File: config.mk
export PLATFORM = sky130hd
export DESIGN_NAME = conv_encoder
export DESIGN_NICKNAME = d
export VERILOG_FILES = /design/src/rtl/conv_pkg.sv /design/src/rtl/conv_enc_core.sv /design/src/rtl/conv_encoder.sv
export SDC_FILE = /design/constraint.sdc
export NUM_CORES = 1
export LEC_CHECK = 0
export ABC_CLOCK_PERIOD_IN_PS = 1300
export BUFFER_PORTS_ARGS = -buffer_cell sky130_fd_sc_hd__buf_2
export CAP_MARGIN = 40
export CELL_PAD_IN_SITES_DETAIL_PLACEMENT = 0
export CELL_PAD_IN_SITES_GLOBAL_PLACEMENT = 1
export CORE_AREA = 2 2 53 55
export CTS_CLUSTER_DIAMETER = 150
export CTS_CLUSTER_SIZE = 25
export DETAILED_ROUTE_END_ITERATION = 12
export DIE_AREA = 0 0 55 57
export GPL_ROUTABILITY_DRIVEN = 1
export HOLD_SLACK_MARGIN = 0.06
export PLACE_DENSITY = 0.65
export SLEW_MARGIN = 20
export SYNTH_ARGS = -nofsm -noshare
export SYNTH_HDL_FRONTEND = slang
export SYNTH_SLANG_ARGS = --single-unit
File: constraint.sdc
create_clock -name clk -period 1.3 [get_ports clk]
set_clock_uncertainty 0.2 [all_clocks]
set_input_delay 0.065 -clock clk [delete_from_list [all_inputs] [get_ports clk]]
set_output_delay 0.065 -clock clk [all_outputs]
set_load 0.1 [all_outputs]
File: src/rtl/conv_pkg.sv
// Shared constants, state type and generator tap helper for the K=7, rate-1/2 convolutional encoder.
package conv_pkg;

  localparam int K        = 7;
  localparam int TAIL_LEN = 6;

  localparam logic [K-1:0] G1 = 7'o171;
  localparam logic [K-1:0] G2 = 7'o133;

  typedef enum logic [1:0] {
    IDLE,
    DATA,
    TAIL
  } state_e;

  // Tap vector MSB is the incoming bit, followed by s[0] (newest) down to s[5] (oldest).
  function automatic logic gen_parity(input logic [K-1:0] g, input logic b,
                                      input logic [K-2:0] s);
    logic [K-1:0] tap;
    tap[K-1] = b;
    for (int i = 0; i < K - 1; i++) begin
      tap[K-2-i] = s[i];
    end
    return ^(tap & g);
  endfunction

endpackage

File: src/rtl/conv_enc_core.sv
// Encoder shift register and G1/G2 parity trees; advances only on step, optionally clearing to zero.
module conv_enc_core
  import conv_pkg::*;
(
  input  logic clk,
  input  logic reset,
  input  logic step_i,
  input  logic clr_i,
  input  logic b_i,
  output logic x_o,
  output logic y_o
);

  logic [K-2:0] s_q;

  assign x_o = gen_parity(G1, b_i, s_q);
  assign y_o = gen_parity(G2, b_i, s_q);

  always_ff @(posedge clk or negedge reset) begin
    if (!reset) begin
      s_q <= '0;
    end else if (step_i) begin
      s_q <= clr_i ? '0 : {s_q[K-3:0], b_i};
    end
  end

endmodule

File: src/rtl/conv_encoder.sv
// Rate-1/2 K=7 convolutional encoder with frame tail termination and a single registered output stage.
module conv_encoder
  import conv_pkg::*;
#(
  parameter bit TAIL_EN = 1'b1
) (
  input  logic       clk,
  input  logic       reset,
  input  logic       in_bit,
  input  logic       in_valid,
  input  logic       in_last,
  output logic       in_ready,
  output logic [1:0] out_data,
  output logic       out_valid,
  output logic       out_last,
  input  logic       out_ready
);

  state_e      state_q;
  logic [2:0]  cnt_q;
  logic [1:0]  out_data_q;
  logic        out_valid_q;
  logic        out_last_q;

  logic slot_free;
  logic accept;
  logic tail_step;
  logic step;
  logic enc_b;
  logic frame_end;
  logic x;
  logic y;

  // A new dibit may be produced whenever the output stage is empty or being drained this cycle.
  assign slot_free = !out_valid_q || out_ready;
  assign in_ready  = (state_q != TAIL) && slot_free;
  assign accept    = in_valid && in_ready;
  assign tail_step = (state_q == TAIL) && slot_free;
  assign step      = accept || tail_step;
  assign enc_b     = tail_step ? 1'b0 : in_bit;
  assign frame_end = (accept && in_last && !TAIL_EN) ||
                     (tail_step && (cnt_q == 3'(TAIL_LEN - 1)));

  conv_enc_core u_core (
    .clk    (clk),
    .reset  (reset),
    .step_i (step),
    .clr_i  (frame_end),
    .b_i    (enc_b),
    .x_o    (x),
    .y_o    (y)
  );

  always_ff @(posedge clk or negedge reset) begin
    if (!reset) begin
      state_q     <= IDLE;
      cnt_q       <= '0;
      out_data_q  <= 2'b00;
      out_valid_q <= 1'b0;
      out_last_q  <= 1'b0;
    end else begin
      case (state_q)
        IDLE, DATA: begin
          if (accept) begin
            if (in_last) begin
              state_q <= TAIL_EN ? TAIL : IDLE;
              cnt_q   <= '0;
            end else begin
              state_q <= DATA;
            end
          end
        end
        TAIL: begin
          if (tail_step) begin
            if (cnt_q == 3'(TAIL_LEN - 1)) begin
              state_q <= IDLE;
              cnt_q   <= '0;
            end else begin
              cnt_q <= cnt_q + 3'd1;
            end
          end
        end
        default: state_q <= IDLE;
      endcase

      if (step) begin
        out_data_q  <= {x, y};
        out_valid_q <= 1'b1;
        out_last_q  <= frame_end;
      end else if (out_ready) begin
        out_valid_q <= 1'b0;
        out_last_q  <= 1'b0;
      end
    end
  end

  assign out_data  = out_data_q;
  assign out_valid = out_valid_q;
  assign out_last  = out_last_q;

endmodule

# Word-level counts from Yosys, hierarchy flattened
# Index checks and enable logic that the tools add are counted.
# totals
ff_bits	15
in_bits	6
word_cells	45
# classes
n_reduce_logical	15
addsub	1
eq_ne	8
mux	15
# ops
cell	n
parity 7 bit	2
2-to-1 mux 3 bit	4
2-to-1 mux 2 bit	4
inequality test 2 bit, second input constant	4
2-to-1 mux 6 bit	1
one-hot mux 3 bit (2 select lines)	1
logical AND 1 bit	4
2-to-1 mux 1 bit	4
one-hot mux 2 bit (2 select lines)	1
AND reduction 4 bit	1
nonzero test 2 bit	2
adder 3 x 1 -> 3 bit, second input constant	1
equality test 3 bit, second input constant	1
AND reduction 3 bit	1
equality test 2 x 1 -> 1 bit, second input constant	1
equality test 2 bit, second input constant	1
zero test 2 bit	1
logical OR 1 bit	2
inequality test 2 x 1 -> 1 bit, second input constant	1
OR reduction 2 bit	1
zero test 1 bit	1

# Logic depth before layout (Yosys ltp)
# logic_depth
ltp_word	6
ltp_mapped	5
depth_no_buf	4

# Hierarchy
# A second synthesis with hierarchy kept.
# hier_totals
cells_unflattened	71
area_unflattened_um2	802.0
# modules_own_cells
mod	seq_area_each_um2	cells_each	n_inst	area_per_inst_um2
conv_encoder	225.2	42	1	480.5
conv_enc_core	150.1	29	1	321.6

# Worst setup path before layout
# No wires, ideal clock.
# synth_path
kind	register -> register
from	register out_valid_q, in the netlist out_valid
to	register u_core.s_q[0]
setup_slack_ps	-1727
t_arrival_ps	2755
path_buffers	0
synth_period_minus_slack_ps	3027
stages_incl_launch_ff	4
required_time_ps	1028
path_cell_list	dfrtp_1 > and2b_1 > nor2_1 > a32o_1
# synth_between
elab_chain_cells	5
word_cells_on_any_way	9
classes_between	2 x mux; 7 x reduce/logical
# synth_lines
item	line_no	source
start, declared	conv_encoder.sv:22	logic out_valid_q;
start signal, assigned	conv_encoder.sv:59	out_valid_q <= 1'b0;
start signal, assigned	conv_encoder.sv:88	out_valid_q <= 1'b1;
start signal, assigned	conv_encoder.sv:91	out_valid_q <= 1'b0;
zero test 1 bit	conv_encoder.sv:35	assign slot_free = !out_valid_q || out_ready;
logical OR 1 bit	conv_encoder.sv:35	
logical AND 1 bit	conv_encoder.sv:36	assign in_ready = (state_q != TAIL) && slot_free;
net in_ready	conv_encoder.sv:12	output logic in_ready,
logical AND 1 bit	conv_encoder.sv:37	assign accept = in_valid && in_ready;
logical OR 1 bit	conv_encoder.sv:39	assign step = accept || tail_step;
end signal, assigned	conv_enc_core.sv:23	s_q <= clr_i ? '0 : {s_q[K-3:0], b_i};
end, declared	conv_enc_core.sv:14	logic [K-2:0] s_q;
# The timed path passes the listed nets, and every way through them passes these cells.
# A chain may end at the register's enable or synchronous reset.

# Worst setup path in the final report
# layout_path
from	register out_valid_q, in the netlist out_valid
to	output in_ready
# layout_between
elab_chain_cells	3
# layout_lines
item	line_no
zero test 1 bit	conv_encoder.sv:35
logical OR 1 bit	conv_encoder.sv:35
logical AND 1 bit	conv_encoder.sv:36
end, declared	conv_encoder.sv:12
# Every way passes these cells.

==> flow_summary.toml <==
[placement]
place.gp.congestion = 0.697
dp_cells = 114
portBuffers = 10
hpwl_um = 1020

[setup_path]
reg2reg_depth = 5
cp.required_ps = 1030
rrSetupSlack_ps = -280
r2r_start = "out_valid"
worstSetupPathDepth = 4
crit_family = "flip-flops"
crit_chain = "and2b_2 -> buf_4 -> nor2_4 -> buf_12"
criticalPathCategory = "reg2out"
crit_arrival_ps = 1390
slowest_stage = "dfrtp_4"
crit_buf_inv = 2
cp-startpoint = "out_valid"
max_stage_delay_ps = 480
cp-start-kind = "flop"
worstPathMaxFanout = 2
cp-endpoint = "in_ready"
cp-end-kind = "output pin"
r2r_end = "cnt_q[1]"

[route]
ant_nets = 0
drt_iter0_markers = 5
routed_wl_um = 1570
num_vias = 579
drc = 0
drt-pass1-iter-count = 4
routed_via_density = 4.42
wl_per_cell_um = 12.0

[power]
seq_power_share = 0.284
p_sw_w = 0.00121
pwr-share-clk = 0.098
power.total_w = 0.00283
p_leak_nw = 0.553
powerDensity_nw_per_um2 = 2390
p_comb_frac = 0.618
irDropWorstVdd_mv = 1.21
intPower_w = 0.00162
swShare = 0.429

[logic_synthesis]
synthAdderAreaFrac = 0
syn_inst = 65
netlist_area_um2 = 742
muxShareOfSynthArea = 0.0877
synth-simple-area-share = 0.179
synth.avg_cell_area_um2 = 11.4
synth_xor_xnor_area_share = 0.0826
ys_seq_area_frac = 0.506
syn_nets = 71
ys_warn_count = 0
synth-seq-cells = 15
yosys.cell_types.count = 28
synth_top_family_by_area = "simple AND/OR/NAND/NOR gates"
synth-compound-area-share = 0.125

[final_layout]
final_util = 0.454
fin_nets = 107
final_layout_size_suffix_gt1_frac = 0.430
final_cells = 131
layout-area-overhead-vs-synth_pct = 59.9
antenna_cells = 0

[timing]
setup_viol_count_final = 17
rsz0062_at_grt = "yes"
period_share = 1.27
finalMaxSlewViolations = 0
layout_min_cycle_time_ps = 1660
worst_pin_slew_ps = 337
hold_violations = 0
fmax_mhz = 604
max_slew_margin = 0.774
hold-worst-slack_ps = 26.4
fin_ws_ps = -355

[global_routing]
grt_pass1_wl_um = 2630
grt_overflow_total = 0
antenna_found_initial = 0
grt_start_max_net_pins = 16
grt_pass1_vias = 609
grt_use_total = 0.116

[clock_tree]
clockBufferDepth = 2
path_clk_slew_ps = 100
cts-root-buf = "clkbuf_4"
cts_tree = "yes"
insertion_delay_ps = 280
hold_buffers = 6
htreeDepth = 1
cts_sinks = 15
cts_buffers = 3

[die]
die_h_um = 57
dieArea_um2 = 3140
die_x_um = 55
core_um2 = 2620
pin_count = 11
initial_core_util = 0.284
rows = 19

[run_status]
outcome = "finished with violations"
violations = "setup timing"

[flow_run]
maxCapViolations = 0

[worst_hold_path]
worstHoldStart = "in_valid"
min_path_cells = 3
holdCritPathClass = "in2reg"
metal layers:
layer / share of wire / up-vias / global-route usage
li1: - / 295 / -
met1: 0.43 / 272 / 0.137
met2: 0.52 / 10 / 0.196
met3: 0.032 / 2 / 0.0314
met4: 0.016 / 0 / 0.0418
met5: 0 / - / 0
power by group through the flow:
stage	logic [W]	clock network, W	registers (W)
3_3_place_gp	0.00151	0	0.000802
4_1_cts	0.00166	0.000287	0.000793
6_report	0.00175	0.000277	0.000805
2_1_floorplan	0.000783	0	0.00106
5_1_grt	0.00187	0.000297	0.000835
3_5_place_dp	0.00152	0	0.000810
worst min path at each step:
stage                     end
floorplan            cnt_q[0]
global placement     out_last
detailed placement  out_valid
CTS                  out_last
global route         out_last
finish               out_last
timing repair:
item | CTS | global route
setup buffers | 5 | 2
gates resized for setup | 8 | 7
pin swaps | 3 | 5
endpoints found under the setup margin | 17 | 32
hold endpoints to repair | 20 | 1
cell usage after synthesis:
| master | number | area [um2] |
|---|---|---|
| o21ai_0 | 2 | 10.0 |
| nand3b_1 | 2 | 15.0 |
| a21boi_1 | 1 | 7.51 |
| nor3b_2 | 1 | 12.5 |
| inv_1 | 1 | 3.75 |
| and2b_1 | 1 | 7.51 |
| nor3b_1 | 1 | 7.51 |
| nor2_2 | 1 | 6.26 |
| o21ai_2 | 1 | 8.76 |
| nand2b_1 | 1 | 6.26 |
| o21ai_1 | 3 | 15.0 |
| nor2b_4 | 1 | 13.8 |
| xor2_1 | 2 | 17.5 |
| mux2i_1 | 5 | 50.1 |
| xnor2_1 | 5 | 43.8 |
| nor2_1 | 7 | 26.3 |
| a21oi_2 | 1 | 8.76 |
| nand2b_4 | 1 | 13.8 |
| nand2_1 | 3 | 11.3 |
| or3_1 | 1 | 6.26 |
| a22o_1 | 1 | 8.76 |
| mux2_4 | 1 | 15.0 |
| dfrtp_1 | 15 | 375 |
| nand2_2 | 1 | 6.26 |
| a31o_1 | 1 | 8.76 |
| a21oi_1 | 3 | 15.0 |
| a32o_1 | 1 | 10.0 |
| buf_6 | 1 | 11.3 |
cell usage in the layout, fill, tap and decap left out, drive strengths merged, types with 4 or more instances in the layout:
cell type / netlist / layout
xnor2: 5 / 5
nand2: 4 / 4
dlygate4sd3: 0 / 6
mux2i: 5 / 5
buf: 1 / 25
clkbuf: 0 / 5
nor2: 8 / 8
dfrtp: 15 / 15
o21ai: 6 / 6
a21oi: 4 / 4
tightest hold or removal path, delay by kind of cell:
kind / cells / cell delay, ps
AOI/OAI and AO/OA: 2 / 300
buffers and inverters: 1 / 110
metrics by stage:
step	setup WS [ps]	area (um2)	setup TNS, ps
after floorplan	-604	769	-3580
after global placement	-145	990	-1520
after detailed placement	-164	990	-1670
after CTS	-368	1140	-3510
after global routing	-393	1190	-4330
final	-355	1190	-3420
final cells by class:
type                       instances  area (um2)
multi-input combinational         48         412
tap                               31        38.8
fill                             248        1430
sequential                        15         379
clock buffer                       4        26.3
inverter                           1        3.75
timing repair buffer              32         327
flip-flops by register name, summed over array words and instances (netlist names):
signal      flops
state_q         2
out_valid       1
out_last        1
u_core.s_q      6
cnt_q           3
out_data        2
cell families (layout without fill, tap and decap cells):
family	Yosys count	in the layout
DFF	15	15
xor gates and xnor gates	7	7
and+or+nand+nor	21	21
muxes	6	6
buffers and inverters	2	37
AOI/OAI and AO/OA	14	14
(Power assumes the default switching activity.)
